`config.mk`:
```
export PLATFORM = sky130hd
export DESIGN_NAME = ps2_rx_fifo_flat
export DESIGN_NICKNAME = d
export VERILOG_FILES = /design/src/rtl/ps2_rx_fifo_if.sv /design/src/rtl/ps2_rx_fifo.sv /design/src/flat_wrapper.sv
export SDC_FILE = /design/constraint.sdc
export NUM_CORES = 1
export LEC_CHECK = 0
export ABC_AREA = 1
export CAP_MARGIN = 20
export CORE_ASPECT_RATIO = 0.75
export CORE_UTILIZATION = 37
export CTS_CLUSTER_SIZE = 25
export DETAILED_ROUTE_END_ITERATION = 6
export PLACE_DENSITY = 0.57
export SETUP_SLACK_MARGIN = 0.1
export SYNTH_ARGS = -nofsm -noshare
export SYNTH_HDL_FRONTEND = slang
export SYNTH_SLANG_ARGS = --single-unit
```
`constraint.sdc`:
```
create_clock -name clock -period 2.9 [get_ports clock]
set_clock_uncertainty 0.05 [all_clocks]
set_input_delay 0.58 -clock clock [delete_from_list [all_inputs] [get_ports clock]]
set_output_delay 0.58 -clock clock [all_outputs]
set_load 0.05 [all_outputs]
```
`src/rtl/ps2_rx_fifo_if.sv`:
```
// CPU-side register bus of the PS/2 receiver: selects, strobes, write/read data and interrupt.
// The master drives the bus; the receiver is the slave and answers with data_out and irq.
interface ps2_rx_fifo_if;
    logic        status_cs;
    logic        scancode_cs;
    logic        read;
    logic        write;
    logic [31:0] data_in;
    logic [31:0] data_out;
    logic        irq;

    modport master (
        output status_cs, scancode_cs, read, write, data_in,
        input  data_out, irq
    );

    modport slave (
        input  status_cs, scancode_cs, read, write, data_in,
        output data_out, irq
    );
endinterface

```
`src/rtl/ps2_rx_fifo.sv`:
```
// PS/2 receiver: synchronises and deglitches the PS/2 lines, decodes 11-bit frames and
// queues good bytes in a FIFO with a status register, sticky errors and an interrupt.
module ps2_rx_fifo #(
    parameter int DEPTH      = 16,
    parameter int FILTER_LEN = 4,
    parameter int TIMEOUT    = 4096
) (
    input  logic          clock,
    input  logic          reset,
    input  logic          ps2_clock,
    input  logic          ps2_data,
    ps2_rx_fifo_if.slave  bus
);
    localparam int AW = $clog2(DEPTH);
    localparam int CW = AW + 1;
    localparam int FW = $clog2(FILTER_LEN) + 1;
    localparam int TW = $clog2(TIMEOUT) + 1;

    typedef enum logic [1:0] {IDLE, DATA, PARITY, STOP} state_t;

    logic          clk_s1, clk_s2, dat_s1, dat_s2;
    logic          clk_filt, fall, dat_smp;
    logic [FW-1:0] filt_cnt;

    state_t        state;
    logic [2:0]    bit_cnt;
    logic [7:0]    shreg;
    logic          par_ok;
    logic [TW-1:0] tmo_cnt;
    logic          push_req, par_set, frm_set;

    logic [7:0]    mem [DEPTH];
    logic [AW-1:0] wr_ptr, rd_ptr;
    logic [CW-1:0] count;
    logic          parity_err, overflow, frame_err, scan_rd_prev;
    logic          full, rd_sel, pop, push_ok, flush, clr_wr, overflow_set;
    logic          unused_bits;

    // A new ps2_clock level is accepted only after FILTER_LEN consecutive agreeing samples;
    // the falling edge is registered together with the data sample taken on that cycle.
    always_ff @(posedge clock or posedge reset) begin
        if (reset) begin
            clk_s1   <= 1'b1;
            clk_s2   <= 1'b1;
            dat_s1   <= 1'b1;
            dat_s2   <= 1'b1;
            clk_filt <= 1'b1;
            filt_cnt <= '0;
            fall     <= 1'b0;
            dat_smp  <= 1'b1;
        end else begin
            clk_s1  <= ps2_clock;
            clk_s2  <= clk_s1;
            dat_s1  <= ps2_data;
            dat_s2  <= dat_s1;
            dat_smp <= dat_s2;
            fall    <= 1'b0;
            if (clk_s2 != clk_filt) begin
                if (filt_cnt == FW'(FILTER_LEN - 1)) begin
                    clk_filt <= clk_s2;
                    filt_cnt <= '0;
                    fall     <= ~clk_s2;
                end else begin
                    filt_cnt <= filt_cnt + 1'b1;
                end
            end else begin
                filt_cnt <= '0;
            end
        end
    end

    // Frame decoder; its outputs are single-cycle request pulses consumed by the FIFO block.
    always_ff @(posedge clock or posedge reset) begin
        if (reset) begin
            state    <= IDLE;
            bit_cnt  <= '0;
            shreg    <= '0;
            par_ok   <= 1'b0;
            tmo_cnt  <= '0;
            push_req <= 1'b0;
            par_set  <= 1'b0;
            frm_set  <= 1'b0;
        end else begin
            push_req <= 1'b0;
            par_set  <= 1'b0;
            frm_set  <= 1'b0;
            if (fall) begin
                tmo_cnt <= '0;
                case (state)
                    IDLE: begin
                        if (!dat_smp) begin
                            state   <= DATA;
                            bit_cnt <= '0;
                        end
                    end
                    DATA: begin
                        shreg   <= {dat_smp, shreg[7:1]};
                        bit_cnt <= bit_cnt + 1'b1;
                        if (bit_cnt == 3'd7) state <= PARITY;
                    end
                    PARITY: begin
                        par_ok  <= ^{shreg, dat_smp};
                        par_set <= ~(^{shreg, dat_smp});
                        state   <= STOP;
                    end
                    STOP: begin
                        state    <= IDLE;
                        frm_set  <= ~dat_smp;
                        push_req <= dat_smp & par_ok;
                    end
                    default: state <= IDLE;
                endcase
            end else if (state != IDLE) begin
                if (tmo_cnt == TW'(TIMEOUT - 1)) begin
                    state   <= IDLE;
                    frm_set <= 1'b1;
                    tmo_cnt <= '0;
                end else begin
                    tmo_cnt <= tmo_cnt + 1'b1;
                end
            end
        end
    end

    assign full         = (count == CW'(DEPTH));
    assign rd_sel       = bus.read & bus.scancode_cs;
    assign pop          = rd_sel & ~scan_rd_prev & (count != '0);
    assign clr_wr       = bus.write & bus.status_cs;
    assign flush        = clr_wr & bus.data_in[24];
    assign push_ok      = push_req & (~full | pop);
    assign overflow_set = push_req & full & ~pop & ~flush;
    assign unused_bits  = ^{bus.data_in[31], bus.data_in[27:25], bus.data_in[23:0]};

    // Set events are ORed in after the write-one-to-clear so a same-cycle set wins.
    always_ff @(posedge clock or posedge reset) begin
        if (reset) begin
            wr_ptr       <= '0;
            rd_ptr       <= '0;
            count        <= '0;
            parity_err   <= 1'b0;
            overflow     <= 1'b0;
            frame_err    <= 1'b0;
            scan_rd_prev <= 1'b0;
        end else begin
            scan_rd_prev <= rd_sel;
            parity_err   <= par_set      | (parity_err & ~(clr_wr & bus.data_in[30]));
            overflow     <= overflow_set | (overflow   & ~(clr_wr & bus.data_in[29]));
            frame_err    <= frm_set      | (frame_err  & ~(clr_wr & bus.data_in[28]));
            if (flush) begin
                wr_ptr <= '0;
                rd_ptr <= '0;
                count  <= '0;
            end else begin
                if (push_ok) wr_ptr <= wr_ptr + 1'b1;
                if (pop)     rd_ptr <= rd_ptr + 1'b1;
                count <= count + CW'(push_ok) - CW'(pop);
            end
        end
    end

    always_ff @(posedge clock) begin
        if (push_ok && !flush) mem[wr_ptr] <= shreg;
    end

    always_comb begin
        bus.data_out = 32'h0;
        if (bus.status_cs) begin
            bus.data_out[31]    = (count != '0);
            bus.data_out[30]    = parity_err;
            bus.data_out[29]    = overflow;
            bus.data_out[28]    = frame_err;
            bus.data_out[23:16] = 8'(count);
        end else if (bus.scancode_cs && count != '0) begin
            bus.data_out[31:24] = mem[rd_ptr];
        end
    end

    assign bus.irq = (count != '0) | parity_err | overflow | frame_err;
endmodule

```
`src/flat_wrapper.sv`:
```
// flat-port wrapper written by rule: the top's interface ports become plain ports
module ps2_rx_fifo_flat 
#(
    parameter int DEPTH      = 16,
    parameter int FILTER_LEN = 4,
    parameter int TIMEOUT    = 4096
)
  (clock, reset, ps2_clock, ps2_data, bus_status_cs, bus_scancode_cs, bus_read, bus_write, bus_data_in, bus_data_out, bus_irq);
  ps2_rx_fifo_if bus_i ();
  input  logic clock;
  input  logic reset;
  input  logic ps2_clock;
  input  logic ps2_data;
  input wire logic [$bits(bus_i.status_cs)-1:0] bus_status_cs;
  input wire logic [$bits(bus_i.scancode_cs)-1:0] bus_scancode_cs;
  input wire logic [$bits(bus_i.read)-1:0] bus_read;
  input wire logic [$bits(bus_i.write)-1:0] bus_write;
  input wire logic [$bits(bus_i.data_in)-1:0] bus_data_in;
  output wire logic [$bits(bus_i.data_out)-1:0] bus_data_out;
  output wire logic [$bits(bus_i.irq)-1:0] bus_irq;
  assign bus_i.status_cs = bus_status_cs;
  assign bus_i.scancode_cs = bus_scancode_cs;
  assign bus_i.read = bus_read;
  assign bus_i.write = bus_write;
  assign bus_i.data_in = bus_data_in;
  assign bus_data_out = bus_i.data_out;
  assign bus_irq = bus_i.irq;
  ps2_rx_fifo #(.DEPTH(DEPTH), .FILTER_LEN(FILTER_LEN), .TIMEOUT(TIMEOUT)) u_core (.clock(clock), .reset(reset), .ps2_clock(ps2_clock), .ps2_data(ps2_data), .bus(bus_i));
endmodule
```
Yosys cells after proc, flatten, opt, wreduce, memory -nomap -nowiden

Memory sizes are Yosys's and may differ from the RTL's.
Cells that the tools add are included.

Memory bits (writable): 128
Word-level logic and storage cells: 126
Flip-flop bits (word level): 57
Memories: 1
Input bits: 40
Output and inout port bits: 33

Bitwise logic cells: 33
Reduce and logical (&&, ||, !) cells: 17
Eq/ne operators: 11
Muxes and demuxes: 34
$add $sub $neg: 7

Memory list:

| name       | words | width | rd ports | clocked after Yosys merged registers in | wr ports | line              | source |
|---|---|---|---|---|---|---|---|
| u_core.mem | 16    | 8     | 1        | 0                                       | 1        | ps2_rx_fifo.sv:32 | `logic [7:0] mem [DEPTH];` |

Operator list:

| operator                                              | number |
|---|---|
| 2-to-1 mux 13 bit                                     | 3 |
| 2-to-1 mux 4 bit                                      | 6 |
| bitwise AND 1 bit                                     | 16 |
| adder 13 x 1 -> 13 bit, second input constant         | 1 |
| equality test 13 x 12 -> 1 bit, second input constant | 1 |
| 2-to-1 mux 1 bit                                      | 12 |
| nonzero test 2 bit                                    | 6 |
| 2-to-1 mux 2 bit                                      | 5 |
| 2-to-1 mux 5 bit                                      | 2 |
| inverter 1 bit                                        | 10 |
| 2-to-1 mux 3 bit                                      | 3 |
| parity 9 bit                                          | 1 |
| adder 4 x 1 -> 4 bit, second input constant           | 2 |
| 2-to-1 mux 8 bit                                      | 1 |
| case mux 2 bit (4 select lines)                       | 1 |
| bitwise OR 1 bit                                      | 7 |
| adder 3 x 1 -> 3 bit, second input constant           | 2 |
| != test 3 bit, second input constant                  | 2 |
| case mux 3 bit (2 select lines)                       | 1 |
| AND reduction 2 bit                                   | 3 |
| adder 5 x 1 -> 5 bit                                  | 1 |
| equality test 5 bit, second input constant            | 1 |
| nonzero test 5 bit                                    | 1 |
| subtractor 5 x 1 -> 5 bit                             | 1 |
| 11 further kinds                                      | 13 |

Longest topological paths before layout

Gate-level depths: netlist of the first run.

Word-level depth: 8
Gate-level depth with buffers: 17

Worst setup path after synthesis of the first run

No wires, ideal clock.

Kind: register -> output
Start point: register u_core.count[2]
End point: output port bus_data_out[24]
Stages on the path, launching flop included: 10
Arrival: 1.832 ns
Slack: 0.438 ns
Buffers on the path: 0
Cell sequence: dfrtp_1 > inv_1 > ha_1 > nand2_1 > nor2_1 > nand2_1 > nand2_1 > nor2_1 > nand2_1 > nor2_1

Longest elaborated chain between the ends: 4

RTL lines:

| item                     | line               | source |
|---|---|---|
| start: declaration       | ps2_rx_fifo.sv:34  | `logic [CW-1:0] count;` |
| start signal: assignment | ps2_rx_fifo.sv:156 | `count <= count + CW'(push_ok) - CW'(pop);` |
| nonzero test 5 bit       | ps2_rx_fifo.sv:173 | `end else if (bus.scancode_cs && count != '0) begin` |
| logical AND 1 bit        | ps2_rx_fifo.sv:173 |  |
| 2-to-1 mux 8 bit         | ps2_rx_fifo.sv:173 |  |
| 2-to-1 mux 4 bit         | ps2_rx_fifo.sv:167 | `if (bus.status_cs) begin` |
| end: declaration         | flat_wrapper.sv:19 | `output wire logic [$bits(bus_i.data_out)-1:0] bus_data_out;` |

Every way passes these cells.

Final worst setup path of the first run

Start point: register u_core.rd_ptr[0]
End point: output port bus_data_out[31]

Longest elaborated chain between the ends: 3

RTL lines:

| item                     | line               | source |
|---|---|---|
| start: declaration       | ps2_rx_fifo.sv:33  | `logic [AW-1:0] wr_ptr, rd_ptr;` |
| start signal: assignment | ps2_rx_fifo.sv:155 | `if (pop) rd_ptr <= rd_ptr + 1'b1;` |
| memory read (16 x 8 bit) | n/a                |  |
| 2-to-1 mux 8 bit         | ps2_rx_fifo.sv:173 |  |
| 2-to-1 mux 4 bit         | ps2_rx_fifo.sv:167 |  |

Every way passes these cells.

==> flow_metrics.py, run 1 <==
metrics = {
    "worst_hold_path": {
        "hold_start": "u_core.clk_s1$_DFF_PP1_",
        "hold_class": "reg2reg",
        "hold_path_end": "u_core.clk_s2$_DFF_PP1_",
        "hold_depth": 0,
    },
    "floorplan": {
        "start_util_pct": 38.0,
        "core_area_um2": 22300,
        "dieWidth_um": 177,
        "design.die.area_um2": 23500,
        "die_h_um": 133,
        "io_pins": 73,
        "row_count": 47,
    },
    "setup_path": {
        "cp.arrival_ps": 2140,
        "crit_chain": "clkbuf_16, or2_2, nand3_1, nand3_1, nand2_2, nand2_1, nand3_1, nand2_1, buf_12",
        "path_common_cell": "nand3_1",
        "cp_slowest_cell": "dfrtp_2",
        "r2r-start": "u_core.count[3]$_DFF_PP0_",
        "cp_num_buf_inv": 2,
        "critPathKind": "reg2out",
        "max_stage_delay_ps": 490,
        "worstPathRequired_ps": 2270,
        "end_kind": "output pin",
        "r2r_end": "u_core.count[4]$_DFF_PP0_",
        "regToRegSetupSlack_ps": 280,
        "start_kind": "flop",
        "crit_family": "simple AND/OR/NAND/NOR gates",
        "critPathMaxFanout": 28,
        "r2r_cells": 17,
    },
    "route": {
        "drcViolationCount": 0,
        "routed_wl_mm": 18.8,
        "drt_iter0_drc": 600,
        "wire_per_inst_um": 15.5,
        "via_count": 5744,
        "via_per_inst": 4.74,
        "first_pass_iters": 7,
        "detail-route-antenna-nets": 0,
    },
    "synth": {
        "synthArstFlopShare_pct": 30.8,
        "yosysWarnings": 0,
        "netlist_instances": 848,
        "yosysTopAreaCellShare_pct": 45.3,
        "synthTopCellsByArea": "edfxtp_1, dfrtp_1, nand2_1",
        "synth_edf_count": 128,
        "yosysTopAreaCell": "edfxtp_1",
        "synthFlopType": "edfxtp_1",
        "syn_area_um2": 8480,
        "ys_ff_latch": 185,
        "ys_seq_area_share_pct": 62.3,
        "syn_area_per_cell_um2": 9.99,
        "synth.distinct_cells": 42,
    },
    "place": {
        "place_congestion": 0.787,
        "dp_cells": 1176,
        "portBuffers": 25,
        "post-place-ws_ps": -97.6,
        "place_hpwl_mm": 12.2,
    },
    "finish": {
        "antenna_cells": 0,
        "nets": 964,
        "layout-drive-gt1-share_pct": 14.2,
        "nFillCells": 2085,
        "final_util_pct": 45.0,
        "syn2layout_area_growth_pct": 18.2,
        "layout.cells.non_filler": 1211,
    },
    "outcome": {
        "status": "completed",
    },
    "global_route": {
        "grt_start_max_net_pins": 58,
        "grt_pass1_vias": 5268,
        "gr-usage-all-layers_pct": 16.6,
        "grt.overflow.total": 0,
        "antenna_found_initial": 0,
        "grt_pass1_wl_mm": 29.2,
    },
    "power_and_ir_drop": {
        "cellLeakagePower_uw": 0.00443,
        "cellPowerDensity_nw_per_um2": 734,
        "vdd_drop_max_uv": 438,
        "total_power_uw": 7360,
    },
    "clocking": {
        "path_clk_slew_ps": 80,
        "cts_buffers": 17,
        "clock_sinks": 185,
        "cts_tree": "built",
        "clockBufferDepth": 2,
        "root_buffer": "clkbuf_16",
        "h-tree-depth": 4,
        "insertion_delay_ps": 440,
    },
    "timing": {
        "fmax_mhz": 361,
        "slew_viol_final": 0,
        "worst_slew_margin_rel_pct": 42.0,
        "period_share_pct": 95.6,
        "worstMarginPinSlew_ps": 869,
        "setup_ws_ps": 127,
        "rsz0062_at_grt": "yes",
        "finalHoldViolations": 0,
        "setup_viol": 0,
        "min_period_ps": 2770,
        "holdWs_ps": 306,
    },
    "flow_run": {
        "cap_violations": 0,
    },
}
==> stage by stage <==
| step | setup TNS, ps | cell area, µm² |
|---|---|---|
| 2_1_floorplan | 0 | 8540 |
| 3_3_place_gp | -57.5 | 9310 |
| 3_5_place_dp | -97.6 | 9310 |
| 4_1_cts | 0 | 9890 |
| 5_1_grt | -1.19 | 10000 |
| 6_report | 0 | 10000 |
==> repair_timing <==
action,4_1_cts,5_1_grt
setup endpoints to repair,2,9
cloned,0,2
resized for setup,1,27
setup buffers,0,1
hold buffers,0,0
pin swaps,0,4
==> state kept, by name, summed over array words and instances (netlist names) <==
register / cells
u_core.bit_cnt: 3
u_core.clk_filt: 1
u_core.clk_s1: 1
u_core.clk_s2: 1
u_core.count: 5
u_core.dat_s1: 1
u_core.dat_s2: 1
u_core.dat_smp: 1
u_core.fall: 1
u_core.filt_cnt: 3
u_core.frame_err: 1
u_core.frm_set: 1
u_core.mem: 128
u_core.overflow: 1
u_core.par_ok: 1
u_core.par_set: 1
u_core.parity_err: 1
u_core.push_req: 1
u_core.rd_ptr: 4
u_core.scan_rd_prev: 1
u_core.shreg: 8
u_core.state: 2
u_core.tmo_cnt: 13
u_core.wr_ptr: 4
==> where the power goes <==
group | total, µW | leakage, µW | internal [µW] | switching (µW)
sequential | 2990 | 0.00217 | 2890 | 93.7
combinational | 2100 | 0.00196 | 787 | 1320
clock | 2270 | 0.000291 | 1220 | 1050
==> logic make-up after synthesis <==
family                     after synthesis  synth area share, %
xor gates and xnor gates                12                 1.24
adders and majority gates               20                 3.04
other                                    1               0.0442
AOI/OAI and AO/OA                      102                 6.72
and+or+nand+nor                        410                 19.9
buffers and inverters                  118                 6.82
DFF                                    185                 62.3
==> cells in the final DEF (no fill, tap or decap), types with 19 or more instances in the layout <==
cell / count
clkbuf_16: 21
inv_1: 62
nand2_1: 198
nand3_1: 56
conb_1: 19
o21ai_0: 60
dfrtp_1: 50
buf_4: 37
nor2_1: 125
edfxtp_1: 128
==> layer usage <==
metal | GRT usage (%) | vias to the layer above | share of wire (%)
met5 | 0 | - | 0
met4 | 5.99 | 0 | 1.5
met3 | 4.37 | 23 | 5.8
met2 | 22.4 | 134 | 42
met1 | 25.1 | 2698 | 51
li1 | - | 2889 | -
==> cell usage after synthesis (2+ instances only) <==
library cell    n
nor2_1        130
clkbuf_1       10
buf_6           3
edfxtp_1      128
dfstp_2         6
xnor2_1         5
nor3_1          5
inv_2           4
inv_1          65
o21ai_1         5
a21o_1          2
nand3_1        59
xor2_1          7
or2_2           5
o211ai_1       10
a21oi_1        13
ha_1           19
nand2_1       201
dfrtp_1        51
buf_4          27
o21ai_0        64
buf_2           9
==> worst max path at each step <==
| stage | endpoint | slack (ps) | cells after the start | startpoint |
|---|---|---|---|---|
| 2_1_floorplan | bus_data_out[24] | 440 | 9 | u_core.count[2]$_DFF_PP0_ |
| 3_3_place_gp | u_core.count[4]$_DFF_PP0_ | -60 | 15 | bus_scancode_cs |
| 3_5_place_dp | u_core.count[4]$_DFF_PP0_ | -100 | 15 | bus_scancode_cs |
| 4_1_cts | bus_data_out[25] | 100 | 8 | u_core.rd_ptr[0]$_DFFE_PP0P_ |
| 5_1_grt | bus_data_out[26] | -1 | 10 | u_core.rd_ptr[0]$_DFFE_PP0P_ |
| 6_report | bus_data_out[31] | 130 | 9 | u_core.rd_ptr[0]$_DFFE_PP0P_ |
==> worst reg2reg max path, stage by stage (launching register included) <==
cell and delay, ps:
dfrtp_1 410, inv_1 80, ha_1 150, nand2_1 80, nor2_2 150, nand2_2 110, nand2_2 70, inv_1 50
ha_1 260, inv_1 60, ha_2 170, inv_1 50, fa_2 330, inv_2 70, a21oi_1 60, o21bai_1 180
o21ai_0 90, a21oi_1 120
==> final cells by class <==
class                           instances  area (µm²)  share of cell area [%]
Clock inverter                         13         103                    1.02
Multi-Input combinational cell        563        2740                    27.3
Timing Repair Buffer                   68         790                    7.88
Tap cell                              294         368                    3.67
Inverter                               69         268                    2.67
Sequential cell                       185        5280                    52.7
Clock buffer                           19         475                    4.74
Note: power is estimated with default switching activity, not from simulation.
==> run 2, diff against run 1 <==
--- a/config.mk
+++ b/config.mk
@@ -6,7 +6,6 @@
 export NUM_CORES = 1
 export LEC_CHECK = 0
 export ABC_AREA = 1
-export CAP_MARGIN = 20
 export CORE_ASPECT_RATIO = 0.75
 export CORE_UTILIZATION = 37
 export CTS_CLUSTER_SIZE = 25
==> constraint.sdc (replaced) <==
create_clock -name clock -period 2.9 [get_ports clock]
set_clock_uncertainty 0.05 [all_clocks]
set_input_delay 0.58 -clock clock [delete_from_list [all_inputs] [get_ports clock]]
set_output_delay 0.58 -clock clock [all_outputs]
set_load 0.02 [all_outputs]
==> run 2 against run 1 <==
  * Critical path depth increased by 2
  * Fmax decreased by 1.3%
  * Clock-buffer cell count rose by 3
  * Largest power group unchanged
  * Combinational power up 2%
  * Critical endpoint unchanged
  * Non-clock buffer count grew 15
  * Highest routed layer unchanged
  * Global-route usage increased by 0.70 points
  * Sequential share of layout area is 0.82 points lower
  * Cell area is 1.6% higher
  * Worst setup slack got worse by 35 ps
  * Wire length is 6.5% higher
==> flow_metrics.py, run 2 (synthesis results as in run 1) <==
metrics = {
    "clocking": {
        "cts_tree": "built",
        "path_clk_slew_ps": 70,
        "cts_buffers": 17,
        "insertion_delay_ps": 440,
        "root_buffer": "clkbuf_16",
        "h-tree-depth": 4,
        "hold_buffers": 0,
        "clock_sinks": 185,
        "clockBufferDepth": 2,
    },
    "place": {
        "place_hpwl_mm": 12.3,
        "place_congestion": 0.777,
        "placed_cell_area_um2": 9210,
        "dp_cells": 1178,
        "post-place-ws_ps": -70.0,
        "portBuffers": 25,
    },
    "global_route": {
        "grt.overflow.total": 0,
        "gr-usage-all-layers_pct": 17.3,
        "grt_start_max_net_pins": 58,
        "antenna_found_initial": 0,
        "grt_pass1_vias": 5383,
        "grt_pass1_wl_mm": 30.1,
    },
    "finish": {
        "final_area_um2": 10200,
        "largest_reg_flops": 128,
        "layout-drive-gt1-share_pct": 15.6,
        "nets": 979,
        "syn2layout_area_growth_pct": 20.1,
        "top_regs": "u_core.mem x128, u_core.tmo_cnt x13, u_core.shreg x8",
        "antenna_cells": 0,
        "final_cell_mix": "nand2_1, edfxtp_1, nor2_1, inv_1, nand3_1",
        "final_common_cell": "nand2_1",
        "layout.cells.non_filler": 1226,
        "top_register": "u_core.mem",
    },
    "floorplan": {
        "die_h_um": 133,
        "dieWidth_um": 177,
        "core_area_um2": 22300,
        "design.die.area_um2": 23500,
        "row_count": 47,
        "io_pins": 73,
        "start_util_pct": 38.0,
    },
    "route": {
        "via_per_inst": 4.79,
        "wire_per_inst_um": 16.4,
        "first_pass_iters": 4,
        "detail-route-antenna-nets": 0,
        "drcViolationCount": 0,
        "routed_wl_mm": 20.1,
        "via_count": 5871,
        "drt_iter0_drc": 549,
    },
    "power_and_ir_drop": {
        "cellPowerDensity_nw_per_um2": 738,
        "cellLeakagePower_uw": 0.00452,
        "vdd_drop_max_uv": 382,
    },
    "timing": {
        "slew_viol_final": 0,
        "setup_ws_ps": 92.2,
        "holdWs_ps": 307,
        "worst_slew_margin_rel_pct": 45.9,
        "rsz0062_at_grt": "yes",
        "fmax_mhz": 356,
        "period_share_pct": 96.8,
        "setup_tns_ps": 0,
        "finalHoldViolations": 0,
        "min_period_ps": 2810,
        "setup_viol": 0,
        "worstMarginPinSlew_ps": 812,
    },
    "setup_path": {
        "critPathKind": "reg2out",
        "start_kind": "flop",
        "cp.arrival_ps": 2180,
        "worstPathRequired_ps": 2270,
        "critPathMaxFanout": 8,
        "regToRegSetupSlack_ps": 310,
        "r2r_cells": 17,
        "end_kind": "output pin",
    },
    "outcome": {
        "status": "completed",
    },
    "worst_hold_path": {
        "hold_depth": 0,
        "hold_class": "reg2reg",
    },
    "flow_run": {
        "cap_violations": 0,
    },
}
-- run 2: changes by cell type in the layout (fill, tap and decap cells not counted), sizes merged --
cell           previous run  this run
clkdlybuf4s50            11        16
clkinv                    6         3
dlygate4sd2               0         1
bufinv                    0         1
clkbuf                   21        27
clkinvlp                  1         0
buf                      55        61
-- run 2: layer usage --
metal  up-vias  global-route usage (%)  part of all wire (%)
met5         -                       0                     0
met1      2783                    26.2                    50
li1       2911                       -                     -
met4         0                    6.32                   1.6
met2       157                    24.1                    42
met3        20                    3.51                   5.8
-- run 2: what timing repair did --
action	in CTS	in global routing
setup buffers	3	6
endpoints found under the hold margin	0	0
gates cloned	2	5
endpoints found under the setup margin	9	10
pin swaps	3	20
gates resized for setup	48	49
-- run 2: area by class of cell --
cell class,instances,area (µm²)
multi-input cells,563,2780
fillers,2062,12100
flip-flops and latches,185,5280
repair buffers,83,881
inverters,69,267
clock buffers,22,508
clock inverters,10,98.8
well taps,294,368
-- run 2: where the power goes --
part | total (µW) | leakage [µW] | switching, µW | internal [µW]
logic | 2150 | 0.00204 | 1260 | 885
registers | 2980 | 0.00217 | 93.0 | 2890
clock network | 2380 | 0.000303 | 1030 | 1350
-- run 2: worst paths after layout --
path / start / to
min: u_core.clk_s1$_DFF_PP1_ / u_core.clk_s2$_DFF_PP1_
max reg2reg: u_core.count[2]$_DFF_PP0_ / u_core.count[4]$_DFF_PP0_
max in group asynchronous: reset / u_core.clk_filt$_DFFE_PP1P_
min in group asynchronous: reset / u_core.count[3]$_DFF_PP0_
max: u_core.rd_ptr[0]$_DFFE_PP0P_ / bus_data_out[31]
min reg2reg: u_core.clk_s1$_DFF_PP1_ / u_core.clk_s2$_DFF_PP1_
-- run 2: critical path, stage by stage (launching register included) --
cell       delay (ps)
dfrtp_2           580
buf_6             200
clkbuf_16         180
nand2_1            60
nand2_1            80
nand2_1            60
nand3_1           110
nand2_2           100
nand2_1            70
nand3_1            80
nand2_1            70
buf_4             130
-- run 2: through the flow --
step / utilization, % / power (µW)
2_1_floorplan: - / 4250
6_report: 45.7 / 7520
3_5_place_dp: 41.3 / 4770
5_1_grt: 45.7 / 7870
4_1_cts: 44.5 / 7290
3_3_place_gp: 41.3 / 4760
==> run 3, diff against run 2 <==
==> constraint.sdc (replaced) <==
create_clock -name clock -period 2.9 [get_ports clock]
set_clock_uncertainty 0.05 [all_clocks]
set_input_delay 0.29 -clock clock [delete_from_list [all_inputs] [get_ports clock]]
set_output_delay 0.29 -clock clock [all_outputs]
set_load 0.02 [all_outputs]
==> run 3 against run 2 <==
  * Core utilization decreased by 1.7 points
  * Combinational power decreased by 16%
  * Wire length decreased by 7.2%
==> flow_metrics.py, run 3 (synthesis results as in run 1) <==
metrics = {
    "global_route": {
        "gr-usage-all-layers_pct": 16.8,
        "grt.overflow.total": 0,
        "grt_start_max_net_pins": 58,
        "grt_pass1_wl_mm": 29.8,
        "grt_pass1_vias": 5367,
        "antenna_found_initial": 0,
    },
    "clocking": {
        "hold_buffers": 0,
        "cts_buffers": 17,
        "cts_tree": "built",
        "insertion_delay_ps": 430,
        "path_clk_slew_ps": 80,
        "root_buffer": "clkbuf_16",
        "clock_sinks": 185,
        "clockBufferDepth": 2,
        "h-tree-depth": 4,
    },
    "setup_path": {
        "critPathMaxFanout": 4,
        "start_kind": "flop",
        "critPathKind": "reg2out",
        "end_kind": "output pin",
        "cp.arrival_ps": 2320,
        "worstPathRequired_ps": 2560,
    },
    "place": {
        "portBuffers": 25,
        "place_congestion": 0.810,
        "place_hpwl_mm": 12.1,
        "post-place-ws_ps": 163,
    },
    "route": {
        "routed_wl_mm": 18.6,
        "via_per_inst": 4.74,
        "detail-route-antenna-nets": 0,
        "drt_iter0_drc": 516,
        "via_count": 5753,
        "first_pass_iters": 5,
        "drcViolationCount": 0,
        "wire_per_inst_um": 15.3,
    },
    "finish": {
        "final_cell_mix": "nand2_1, nor2_1, edfxtp_1, o21ai_0, inv_1",
        "layout-drive-gt1-share_pct": 11.6,
        "top_register": "u_core.mem",
        "antenna_cells": 0,
        "final_common_cell": "nand2_1",
        "syn2layout_area_growth_pct": 15.8,
        "nets": 966,
        "top_regs": "u_core.mem x128, u_core.tmo_cnt x13, u_core.shreg x8",
        "largest_reg_flops": 128,
    },
    "timing": {
        "setup_viol": 0,
        "period_share_pct": 91.6,
        "rsz0062_at_grt": "no",
        "finalHoldViolations": 0,
        "worst_slew_margin_rel_pct": 42.6,
        "fmax_mhz": 377,
        "slew_viol_final": 0,
        "worstMarginPinSlew_ps": 861,
        "setup_tns_ps": 0,
        "min_period_ps": 2660,
        "setup_ws_ps": 245,
    },
    "floorplan": {
        "row_count": 47,
        "design.die.area_um2": 23500,
        "die_h_um": 133,
        "dieWidth_um": 177,
        "core_area_um2": 22300,
        "io_pins": 73,
        "start_util_pct": 38.0,
    },
    "power_and_ir_drop": {
        "cellLeakagePower_uw": 0.00439,
        "cellPowerDensity_nw_per_um2": 720,
        "vdd_drop_max_uv": 515,
    },
    "flow_run": {
        "cap_violations": 0,
    },
    "outcome": {
        "status": "completed",
    },
    "worst_hold_path": {
        "hold_class": "in2reg",
    },
}
run 3: changes by cell type in the layout (fill, tap and decap cells not counted), moves of 6 or more:
cell / previous run / this run
buf_4: 48 / 42
nand3_1: 53 / 59
o21ai_0: 48 / 63
clkbuf_16: 25 / 17
nand3_2: 7 / 1
o21ai_1: 19 / 6
nor2_1: 123 / 129
run 3: metrics by stage:
step / total power [µW] / area (µm²) / hold slack [ps] / cells / utilization [%]
floorplan: 4250 / 8540 / 244 / 866 / -
global placement: 4750 / 9170 / 296 / 1174 / 41.1
global route: 7460 / 9810 / 194 / 1213 / 44.0
detailed placement: 4760 / 9170 / 297 / 1174 / 41.1
CTS: 7050 / 9750 / 196 / 1208 / 43.8
finish: 7070 / 9810 / 216 / 1213 / 44.0
run 3: worst paths after layout:
| path | endpoint | cells past startpoint | slack [ps] | start |
|---|---|---|---|---|
| max reg2reg | u_core.count[4]$_DFF_PP0_ | 17 | 340 | u_core.count[3]$_DFF_PP0_ |
| max | bus_irq | 7 | 240 | u_core.count[3]$_DFF_PP0_ |
| min reg2reg | u_core.dat_s2$_DFF_PP1_ | 0 | 310 | u_core.dat_s1$_DFF_PP1_ |
| max in group asynchronous | u_core.shreg[2]$_DFFE_PP0P_ | 3 | 1930 | reset |
| min | u_core.dat_s1$_DFF_PP1_ | 1 | 220 | ps2_data |
| min in group asynchronous | u_core.count[3]$_DFF_PP0_ | 3 | 320 | reset |
run 3: routing by layer:
metal	global-route usage, %	share of wire, %	up-vias	wire length [µm]
li1	-	-	2889	-
met1	26.5	52	2709	9700
met2	22.6	41	134	7610
met3	3.33	5.3	21	979
met4	5.36	1.7	0	316
met5	0	0	-	0
run 3: power breakdown:
| part | internal [µW] | total (µW) | switching [µW] |
|---|---|---|---|
| Combinational | 668 | 1810 | 1140 |
| Sequential | 2890 | 2970 | 81.5 |
| Clock | 1220 | 2290 | 1070 |
run 3: critical path, stage by stage (launching register included):
cell             delay (ps)
dfrtp_1                 420
inv_2                    70
ha_1                    140
nand2_1                  70
nor2_2                  140
nand2_2                 100
or4_1                   410
clkdlybuf4s50_1         550
run 3: area by class of cell:
| class | count | area [µm²] |
|---|---|---|
| sequential | 185 | 5280 |
| timing repair buffer | 70 | 627 |
| clock inverter | 15 | 151 |
| fill | 2114 | 12500 |
| multi-input combinational | 563 | 2700 |
| tap | 294 | 368 |
| inverter | 69 | 262 |
| clock buffer | 17 | 425 |
run 3: timing repair:
| action | CTS | global route |
|---|---|---|
| pin swaps | 0 | 3 |
| resized for setup | 6 | 11 |
| buffers inserted | 2 | 5 |
| endpoints found under the setup margin | 8 | 8 |
